<file path="config.mk">
export PLATFORM = sky130hd
export DESIGN_NAME = ub_affine_sched_ctrl
export DESIGN_NICKNAME = d
export VERILOG_FILES = /design/src/rtl/ub_affine_sched_ctrl.sv
export SDC_FILE = /design/constraint.sdc
export NUM_CORES = 1
export LEC_CHECK = 0
export ABC_AREA = 1
export BUFFER_PORTS_ARGS = -buffer_cell sky130_fd_sc_hd__buf_2
export CORE_MARGIN = 2
export CORE_UTILIZATION = 61
export CTS_CLUSTER_SIZE = 24
export DETAILED_ROUTE_END_ITERATION = 7
export GPL_TIMING_DRIVEN = 0
export PLACE_DENSITY = 0.87
export SLEW_MARGIN = 15
export SYNTH_ARGS = -nofsm -noshare
export SYNTH_HDL_FRONTEND = slang
export SYNTH_SLANG_ARGS = --single-unit
</file>
<file path="constraint.sdc">
create_clock -name clk -period 4.7 [get_ports clk]
set_input_delay 1.175 -clock clk [delete_from_list [all_inputs] [get_ports clk]]
set_output_delay 1.175 -clock clk [all_outputs]
set_load 0.05 [all_outputs]
</file>
<file path="src/rtl/ub_affine_sched_ctrl.sv">
// Affine schedule controller for one unified-buffer port: walks a DIMS-deep loop
// nest and strobes valid_o when the cycle counter reaches offset + sum(stride_k * idx_k).
module ub_affine_sched_ctrl #(
    parameter int DIMS = 3,
    parameter int CW   = 16,
    parameter int TW   = 32
) (
    input  logic                 clk,
    input  logic                 rst_n,
    input  logic                 flush_i,
    input  logic                 en_i,
    input  logic [DIMS*CW-1:0]   cfg_extent_i,
    input  logic [DIMS*TW-1:0]   cfg_stride_i,
    input  logic [TW-1:0]        cfg_offset_i,
    output logic                 valid_o,
    output logic [DIMS*CW-1:0]   ctrl_vars_o,
    output logic                 done_o,
    output logic                 sched_err_o
);

    typedef enum logic [1:0] {IDLE, RUN, DONE} state_t;

    state_t          state_q, state_d;
    logic [TW-1:0]   cycle_cnt_q, cycle_cnt_d;
    logic [CW-1:0]   idx_q    [DIMS];
    logic [CW-1:0]   idx_d    [DIMS];
    logic [TW-1:0]   t_q      [DIMS];
    logic [TW-1:0]   t_d      [DIMS];
    logic [CW-1:0]   ext_q    [DIMS];
    logic [CW-1:0]   ext_d    [DIMS];
    logic [TW-1:0]   stride_q [DIMS];
    logic [TW-1:0]   stride_d [DIMS];
    logic            sched_err_q, sched_err_d;

    logic [DIMS-1:0] can_inc;
    logic            due, late, fire, found;
    logic [TW-1:0]   t_adv;

    // An extent of 0 or 1 means the dimension never increments.
    generate
        for (genvar gi = 0; gi < DIMS; gi++) begin : g_dim
            assign can_inc[gi] = (ext_q[gi] > CW'(1)) && (idx_q[gi] < (ext_q[gi] - CW'(1)));
            assign ctrl_vars_o[gi*CW +: CW] = idx_q[gi];
        end
    endgenerate

    // A point whose time has already passed is fired immediately and flagged.
    assign due         = (cycle_cnt_q >= t_q[0]);
    assign late        = (cycle_cnt_q >  t_q[0]);
    assign fire        = (state_q == RUN) && en_i && due;
    assign valid_o     = fire;
    assign done_o      = (state_q == DONE);
    assign sched_err_o = sched_err_q;

    always_comb begin
        state_d     = state_q;
        cycle_cnt_d = cycle_cnt_q;
        idx_d       = idx_q;
        t_d         = t_q;
        ext_d       = ext_q;
        stride_d    = stride_q;
        sched_err_d = sched_err_q;
        found       = 1'b0;
        t_adv       = '0;

        if (flush_i) begin
            state_d     = RUN;
            cycle_cnt_d = '0;
            sched_err_d = 1'b0;
            for (int k = 0; k < DIMS; k++) begin
                idx_d[k]    = '0;
                t_d[k]      = cfg_offset_i;
                ext_d[k]    = cfg_extent_i[k*CW +: CW];
                stride_d[k] = cfg_stride_i[k*TW +: TW];
            end
        end else if ((state_q == RUN) && en_i) begin
            cycle_cnt_d = cycle_cnt_q + TW'(1);
            if (late) begin
                sched_err_d = 1'b1;
            end
            if (fire) begin
                // Odometer step: bump the lowest non-saturated dimension and
                // rebase every inner partial time on its updated time.
                for (int k = 0; k < DIMS; k++) begin
                    if (!found && can_inc[k]) begin
                        found    = 1'b1;
                        t_adv    = t_q[k] + stride_q[k];
                        idx_d[k] = idx_q[k] + CW'(1);
                        for (int j = 0; j <= k; j++) begin
                            t_d[j] = t_adv;
                        end
                        for (int j = 0; j < k; j++) begin
                            idx_d[j] = '0;
                        end
                    end
                end
                if (!found) begin
                    state_d = DONE;
                end
            end
        end
    end

    always_ff @(posedge clk or negedge rst_n) begin
        if (!rst_n) begin
            state_q     <= IDLE;
            cycle_cnt_q <= '0;
            sched_err_q <= 1'b0;
            for (int k = 0; k < DIMS; k++) begin
                idx_q[k]    <= '0;
                t_q[k]      <= '0;
                ext_q[k]    <= '0;
                stride_q[k] <= '0;
            end
        end else begin
            state_q     <= state_d;
            cycle_cnt_q <= cycle_cnt_d;
            sched_err_q <= sched_err_d;
            idx_q       <= idx_d;
            t_q         <= t_d;
            ext_q       <= ext_d;
            stride_q    <= stride_d;
        end
    end

endmodule

</file>
==> impl_metrics.yaml <==
run_status:
  status: "finished, final reports clean"
layout:
  mostFrequentLayoutCell: "nand2_1"
  nets: 4344
  final_cell_mix: "nand2_1 (1548), inv_1 (420), dfrtp_1 (323)"
  drive_above_1_share: 0.0944
  area_growth_pct: 13.2
power_and_ir_drop:
  p_sw_mw: 3.40
  p_int_mw: 5.87
  seqPwrFrac: 0.351
  power.density_mw_per_mm2: 337
  vdd_drop_max_uv: 302
  clockPowerShare: 0.339
  comb_power_share: 0.309
  total_leakage_power_nw: 15.7
  p_sw_frac: 0.366
yosys:
  synth_seq_area_share: 0.332
  synth-seq-cells: 323
  avgSynthCellArea_um2: 6.56
  netlist_area_mm2: 0.0243
  synthCells: 3707
  syn_nets: 4070
  synthArstFlopShare: 1.00
  yosysUniqueCellTypes: 49
  ys_warn_count: 0
  yosysTopAreaCell: "dfrtp_1"
  synth_top_area_share: 0.332
  synth-edff-count: 0
  synth_top_flop_cell: "dfrtp_1"
  synth_area_leaders: "dfrtp_1 (33%), nand2_1 (24%), ha_1 (9.3%)"
worst_setup_path:
  worstSetupStartpoint: "ext_q[16]"
  rr_endpoint: "t_q[44]"
  r2r-start: "ext_q[16]"
  cp.required_ps: 5190
  reg2reg_setup_slack_ps: 290
  path_max_fanout: 10
  endpoint_kind: "register"
  rr_worst_depth: 23
  critPathArrivalTime_ps: 4910
  worst-setup-path-type: "reg2reg"
  worst_setup_path_start_kind: "register"
sta:
  fin_skew_ps: 25.1
  period_minus_slack_ps: 4410
  timing.hold.ws_ps: 444
  worst_slew_pin_slew_ps: 1210
  rsz0062_at_grt: "false"
  finalSetupTns_ps: 0
  slew_viol_final: 0
  relSlewSlack: 0.195
  hold_violations: 0
  clock.fmax_mhz: 227
  final-setup-viol-count: 0
  post-route-period-util: 0.939
drt:
  vias_per_cell: 5.60
  wl_per_cell_um: 18.7
  drt_wl_total_um: 84700
  drt_iter0_drc: 2543
  route.detailed.drc: 0
  dr.pass1.iters: 6
  vias: 25400
  ant_nets: 0
  topRoutingLayerUsed: "met4"
  wl_met2_um: 37200
  dr_wl_met3_um: 7730
  wirelength_met1_um: 34100
placement:
  dp_hpwl_um: 66800
  gp_congestion: 1.07
  io_buffers: 230
global_route:
  grt_usage: 0.408
  grt_overflow_total: 0
  grt_pass1_vias: 24000
  antenna_found_initial: 0
  grt_pass1_wl_um: 130000
  grt_max_degree: 107
floorplan:
  std_cell_rows: 73
  ios: 231
  core_area_mm2: 0.0395
  die_h_um: 204
  die_w_um: 204
  dieArea_mm2: 0.0415
  start_util: 0.615
worst_hold_path:
  hold_path.class: "in2async"
flow_run:
  drv_cap: 0
clocking:
  clock_latency_ps: 580
  clock_path_buffers: 3
  cts_buffers: 38
  cts_sinks: 323
  path_clk_slew_ps: 60
  h-tree-depth: 2
  tritoncts: "yes"
  cts_root_buf: "clkbuf_16"
[layout make-up]
class / instances / area [um^2]
inverters: 429 / 1620
well taps: 525 / 657
clock inverters: 15 / 229
multi-input cells: 2867 / 14200
clock buffers: 48 / 1040
fillers: 3529 / 12000
repair buffers: 234 / 1250
plain buffers: 88 / 430
flip-flops and latches: 323 / 8080
diodes: 3 / 7.51
[how the worst max path moves through the flow]
stage,slack [ps],endpoint,cells after the start
6_report,290,t_q[44],23
2_1_floorplan,1380,ctrl_vars_o[36],22
3_3_place_gp,-3630,stride_q[45],1
3_5_place_dp,150,t_q[83],20
5_1_grt,10,t_q[85],20
4_1_cts,100,t_q[83],20
[worst max-delay path: stages (launching register included)]
cell     delay, ps
dfrtp_1        410
inv_1          120
ha_1           210
nand2_1        100
nor3_1         340
nand2_1        140
nor2_1         210
nand3_1        100
a22oi_1        180
ha_1           280
nand2_1         90
nor2_1          50
nand2_1         60
nand2_1         40
nor2_1         120
nand2_2        150
inv_2          130
nand2_1        230
nor2_1         200
buf_2          270
nand2_1        220
nand3_1        400
nand2_1        170
nand2_1        100
[cell usage after synthesis (all sizes together) (16+ instances only)]
| library cell | n |
|---|---|
| nand2 | 1560 |
| inv | 429 |
| dfrtp | 323 |
| nor2 | 307 |
| nand3 | 236 |
| ha | 180 |
| a21oi | 139 |
| o21ai | 132 |
| xor2 | 94 |
| nor3 | 70 |
| buf | 46 |
| clkbuf | 42 |
| nand4 | 41 |
| nand3b | 19 |
| nor4 | 18 |
| o21bai | 16 |
[metal layers]
layer / up-vias / track usage
met2: 1205 / 0.641
met5: - / 0
li1: 12300 / -
met3: 267 / 0.0662
met1: 11600 / 0.531
met4: 0 / 0.244
[metrics by stage]
step	util	setup WS, ps	instance area, um^2	std cells	total power [mW]
3_3_place_gp	0.661	-3630	26100	4462	5.99
5_1_grt	0.696	12.2	27500	4529	9.74
2_1_floorplan	-	1380	24300	3707	5.17
4_1_cts	0.695	96.5	27500	4528	9.19
3_5_place_dp	0.663	151	26200	4465	6.06
6_report	0.696	287	27500	4532	9.27
[power groups by stage]
stage	Sequential [mW]	Combinational [mW]	Clock, mW
finish	3.26	2.86	3.14
global route	3.28	3.19	3.27
CTS	3.24	2.79	3.15
detailed placement	3.29	2.77	0
global placement	3.28	2.71	0
floorplan	3.20	1.96	0
[timing repair]
| item | CTS | global route |
|---|---|---|
| gates resized for setup | 0 | 5 |
| hold buffers | 0 | 0 |
| endpoints found under the setup margin | 0 | 102 |
| buffers inserted | 0 | 0 |
[flip-flops by register name (all words and copies together), names as in the netlist]
name / count
ctrl_vars_o: 48
cycle_cnt_q: 32
ext_q: 48
sched_err_o: 1
state_q: 2
stride_q: 96
t_q: 96
[cell families (layout without fill, tap and decap cells)]
kind of cell / Yosys count / count (layout) / share of synthesized area
and+or+nand+nor: 2269 / 2269 / 0.382
AOI/OAI and AO/OA: 307 / 307 / 0.0676
buffers and inverters: 517 / 814 / 0.0841
adders and majority gates: 183 / 183 / 0.0951
DFF: 323 / 323 / 0.332
other: 0 / 3 / 0
xor gates and xnor gates: 108 / 108 / 0.0389
Power figures use the tool's default switching activity.
